File: src/rtl/retospect_neurochip.sv
// rtl/retospect_neurochip.sv - ten-neuron leaky integrate-and-fire array with serial config chain
//
// Ports:
//   clk      system clock, all state on the rising edge
//   rst_n    asynchronous active-low reset; clears config chain and neuron state
//   ena      tile enable; neuron state holds when low (config chain still shifts)
//   ui_in    dendrite[9:2]
//   uo_out   spikes of neurons 9..2 (uo_out[7] = neuron 9)
//   uio_in   [0] reset_nn, [2] bs_in, [3] config_en, [7:6] dendrite[1:0]
//   uio_out  [1] bs_out, [5] neuron 1 spike, [4] neuron 0 spike, others 0
//   uio_oe   constant 8'b0011_0010
module retospect_neurochip #(
    parameter int N_NEURONS = 10,
    parameter int CFG_BITS  = 16
) (
    input  logic       clk,
    input  logic       rst_n,
    input  logic       ena,
    input  logic [7:0] ui_in,
    output logic [7:0] uo_out,
    input  logic [7:0] uio_in,
    output logic [7:0] uio_out,
    output logic [7:0] uio_oe
);

    localparam int CHAIN_LEN = N_NEURONS * CFG_BITS;

    logic                 reset_nn;
    logic                 bs_in;
    logic                 config_en;
    logic [9:0]           dendrite;
    logic [CHAIN_LEN-1:0] chain;
    logic [N_NEURONS-1:0] spike;
    logic                 unused_inputs;

    assign reset_nn  = uio_in[0];
    assign bs_in     = uio_in[2];
    assign config_en = uio_in[3];
    assign dendrite  = {ui_in, uio_in[7:6]};

    assign unused_inputs = &{1'b0, uio_in[1], uio_in[5:4]};

    function automatic logic [3:0] popcount10(input logic [9:0] v);
        logic [3:0] cnt;
        cnt = 4'd0;
        for (int i = 0; i < 10; i++) begin
            cnt = cnt + {3'b000, v[i]};
        end
        return cnt;
    endfunction

    // Configuration shift register; the first bit shifted in ends up at the top
    // (neuron 9, leak msb) once the whole chain has been loaded.
    always_ff @(posedge clk or negedge rst_n) begin
        if (!rst_n) begin
            chain <= '0;
        end else if (config_en) begin
            chain <= {chain[CHAIN_LEN-2:0], bs_in};
        end
    end

    for (genvar n = 0; n < N_NEURONS; n++) begin : g_neuron
        logic [9:0] mask;
        logic [3:0] thr;
        logic [1:0] leak;
        logic [3:0] acc;
        logic       spike_q;
        logic [4:0] sum;
        logic [4:0] leaked;
        logic [3:0] acc_next;
        logic       fire;

        assign mask = chain[n*CFG_BITS +: 10];
        assign thr  = chain[n*CFG_BITS + 10 +: 4];
        assign leak = chain[n*CFG_BITS + 14 +: 2];

        assign sum    = {1'b0, acc} + {1'b0, popcount10(dendrite & mask)};
        // thr of zero disables firing but still lets the accumulator integrate.
        assign fire   = (thr != 4'd0) && (sum >= {1'b0, thr});
        assign leaked = (sum > {3'b000, leak}) ? (sum - {3'b000, leak}) : 5'd0;
        assign acc_next = (leaked > 5'd15) ? 4'd15 : leaked[3:0];

        always_ff @(posedge clk or negedge rst_n) begin
            if (!rst_n) begin
                acc     <= 4'd0;
                spike_q <= 1'b0;
            end else if (config_en || !reset_nn) begin
                acc     <= 4'd0;
                spike_q <= 1'b0;
            end else if (ena) begin
                if (fire) begin
                    acc     <= 4'd0;
                    spike_q <= 1'b1;
                end else begin
                    acc     <= acc_next;
                    spike_q <= 1'b0;
                end
            end
        end

        assign spike[n] = spike_q;
    end

    assign uo_out  = spike[9:2];
    assign uio_out = {2'b00, spike[1], spike[0], 2'b00, chain[CHAIN_LEN-1], 1'b0};
    assign uio_oe  = 8'b0011_0010;

endmodule

File: config.mk
export PLATFORM = sky130hd
export DESIGN_NAME = retospect_neurochip
export DESIGN_NICKNAME = d
export VERILOG_FILES = /design/src/rtl/retospect_neurochip.sv
export SDC_FILE = /design/constraint.sdc
export NUM_CORES = 1
export LEC_CHECK = 0
export BUFFER_PORTS_ARGS = -buffer_cell sky130_fd_sc_hd__buf_4
export CORE_ASPECT_RATIO = 1.25
export CORE_MARGIN = 4
export CORE_UTILIZATION = 45
export CTS_BUF_LIST = sky130_fd_sc_hd__clkbuf_16
export DETAILED_ROUTE_END_ITERATION = 8
export GPL_ROUTABILITY_DRIVEN = 0
export PLACE_DENSITY = 0.59
export SETUP_SLACK_MARGIN = 0.1
export SLEW_MARGIN = 20
export SYNTH_ARGS = -nofsm -noshare
export SYNTH_HDL_FRONTEND = slang
export SYNTH_SLANG_ARGS = --single-unit
File: constraint.sdc
create_clock -name clk -period 5.3 [get_ports clk]
set_clock_uncertainty 0.15 [all_clocks]
set_input_delay 0.265 -clock clk [delete_from_list [all_inputs] [get_ports clk]]
set_output_delay 0.265 -clock clk [all_outputs]
set_load 0.01 [all_outputs]
==> results.md <==
- Final #Nets: 1601
- Clock insertion delay at the later pin of the skew report: 540 ps
- First-pass GRT wire length: 51.0 mm
- Initial DRC count: 383
- Die Width: 168 um
- CTS tree: yes
- GRT overflow: 0
- Antenna violations before repair: 1
- First-pass iteration count of the detailed router: 4
- Post-DP HPWL: 21.0 mm
- YS warnings: 0
- Largest net degree at the start of global routing: 107
- Cell depth of the worst hold path: 3
- Die area: 34900 um^2
- Synth area leaders: dfrtp_1 36%, fa_1 11%, ha_1 9.6%
- Die H: 208 um
- CP max FO: 5
- Final hold vios: 0
- Avg Inst Size Synth: 10.7 um^2
- FILL cells: 2896
- Worst Hold Class: in2reg
- Status: completed
- # DRC: 0
- Worst R2R Setup Slack: 350 ps
- H-tree Lvls: 1
- Starting density of the core: 45.4%
- Worst r2r src: chain[96]
- Most instantiated cells after synthesis: 210 x dfrtp_1, 151 x nand2_1, 131 x inv_1
- Post-synth EDFFs: 0
- Core box area: 31700 um^2
- Total Routing Usage GR: 17.7%
- Placed insts: 1776
- Maximum clock insertion buffer count: 3
- Final non-filler cell total: 1822
- Register-to-Register Path Depth: 15
- Final setup viols: 0
- CTS clk-pin slew, worst paths: 60 ps
- Yosys reg bits: 210
- CP startpoint kind: flip-flop
- FFs w/ async S/R, synth: 100%
- Worst Hold Launch: uio_in[3]
- Top achievable clock speed: 202 MHz
- Max Cap Viol: 0
- Final worst-path cycle share: 93.5%
- RSZ-0062 raised after global routing: no
- Final Max Slew Viols: 0
- Final Cell Area: 16100 um^2
- Total power: 0.0100 W
- Vias per cell: 5.19
- Placed cell area: 15200 um^2
- Most frequent cell after synthesis: dfrtp_1
- Hold Path End: chain[29]
- Worst-margin pin slew: 1130 ps
- Fin crit period: 4950 ps
- Worst reg2reg endpoint: g_neuron[6].acc[1]
- DR WL/cell: 16.6 um
- Slew margin rel.: 24.5%
- Max IR drop VDD: 0.000301 V
- WS Path Type: reg2reg
- Share of the synthesized area in the top cell type: 36.5%
- Power Density: 621 nW/um^2
- Port bufs: 26
- Top-level I/O count: 43
- Clock sinks: 210
- Post-synth cell types: 43
- TNS Setup: 0 ps
- Ys flop type: dfrtp_1
- Hold WS: 113 ps
- Via Count: 9449
- Post-CTS Setup Inserts: 0
- Number of global-route vias before repair: 10.0k
- Final ANT Viol Nets: 0
- CTS root buf: clkbuf_16
- Post-synthesis sequential area ratio: 36.5%
- Layout cells sized above 1: 20.5%
- P&R area growth vs syn: 11.8%
- Cell taking the most area after synthesis: dfrtp_1
- Row cnt: 73
- Cell count after synthesis: 1341
- CTS buffer count: 24
- CP endpoint kind: flip-flop
- Leak: 7.71 nW
- Critical path arrival: 5260 ps
- CP Data Required Time: 5600 ps
- Synthesized area: 14400 um^2
- Drt total wl: 30.2 mm
layer usage:
layer | part of all wire, % | global-route usage [%]
met4 | 2.3 | 4.79
met1 | 44 | 23.3
met3 | 3.6 | 2.11
met2 | 50 | 31.0
met5 | 0 | 0
where the power goes:
part / leakage, nW / switching, W / internal (W) / total [W]
Sequential: 2.85 / 0.000338 / 0.00205 / 0.00239
Combinational: 4.42 / 0.00303 / 0.00272 / 0.00575
Clock: 0.440 / 0.000691 / 0.00116 / 0.00186
Total: 7.71 / 0.00406 / 0.00594 / 0.0100
cell type report:
cell class                 instances  area, um^2  share of cell area (%)
antenna                            1        2.50                  0.0155
clock buffer                      24         601                    3.73
timing repair buffer              69         534                    3.32
inverter                         131         492                    3.05
clock inverter                    19         275                    1.71
multi-input combinational        956        8430                    52.3
tap                              412         515                    3.20
sequential                       210        5260                    32.6
critical path: stages, from the launching register on:
cell	delay, ps
dfrtp_1	390
and2_1	170
fa_1	500
inv_1	60
fa_1	520
inv_1	60
fa_1	540
inv_1	60
fa_1	460
fa_1	490
inv_1	80
fa_1	510
nor3_1	220
mux2i_1	150
mux2_4	320
o31ai_2	170
cells in the final DEF, fill, tap and decap left out, drive strengths merged:
cell type    count
a21oi           40
or4             10
nor3b           11
inv            133
nand3b          19
o21ai           52
mux2i           30
nor3            10
mux2           130
and3b            1
ha             110
and2            68
xnor2           20
dfrtp          210
o31ai           50
bufinv           7
fa              80
xor2            10
clkinv          10
a21o            10
a211o           10
nand2b          20
o21a            10
conb            13
nand2          152
nor2            60
buf             67
diode            1
a211oi          20
dlygate4sd3      2
nor4            20
clkbuf          24
flip-flops by register name, indices dropped and copies added (netlist names):
name / count
g_neuron.spike_q: 10
g_neuron.acc: 40
chain: 160
metrics by stage:
stage	util, %	setup slack (ps)
6_report	50.8	346
3_3_place_gp	47.9	201
3_5_place_dp	47.9	140
2_1_floorplan	-	492
4_1_cts	50.7	247
5_1_grt	50.8	101
worst max-delay path by stage:
stage          startpoint                 end  slack [ps]  depth (start not counted)
4_1_cts         chain[80]  g_neuron[5].acc[0]         250                         15
6_report        chain[96]  g_neuron[6].acc[1]         350                         15
3_5_place_dp    uio_in[6]  g_neuron[8].acc[0]         140                         16
5_1_grt        chain[128]  g_neuron[8].acc[0]         100                         15
3_3_place_gp    uio_in[6]  g_neuron[0].acc[3]         200                         16
2_1_floorplan   chain[64]  g_neuron[4].acc[0]         490                         15
what timing repair did:
| item | 4_1_cts | 5_1_grt |
|---|---|---|
| hold buffers | 2 | 0 |
| endpoints found under the hold margin | 103 | 0 |
| gates resized for setup | 0 | 13 |
| endpoints found under the setup margin | 0 | 18 |
logic make-up (layout without fill, tap and decap cells):
kind of cell / count (synthesis) / count (layout) / synth area share, %
mux: 160 / 160 / 12.5
xor+xnor: 30 / 30 / 2.40
buf+inv: 186 / 243 / 5.53
other cells: 2 / 14 / 0.0521
simple gates: 371 / 371 / 13.2
fa+ha+maj: 190 / 190 / 20.7
compound gates: 192 / 192 / 9.17
flops: 210 / 210 / 36.5
Power figures use the tool's default switching activity.
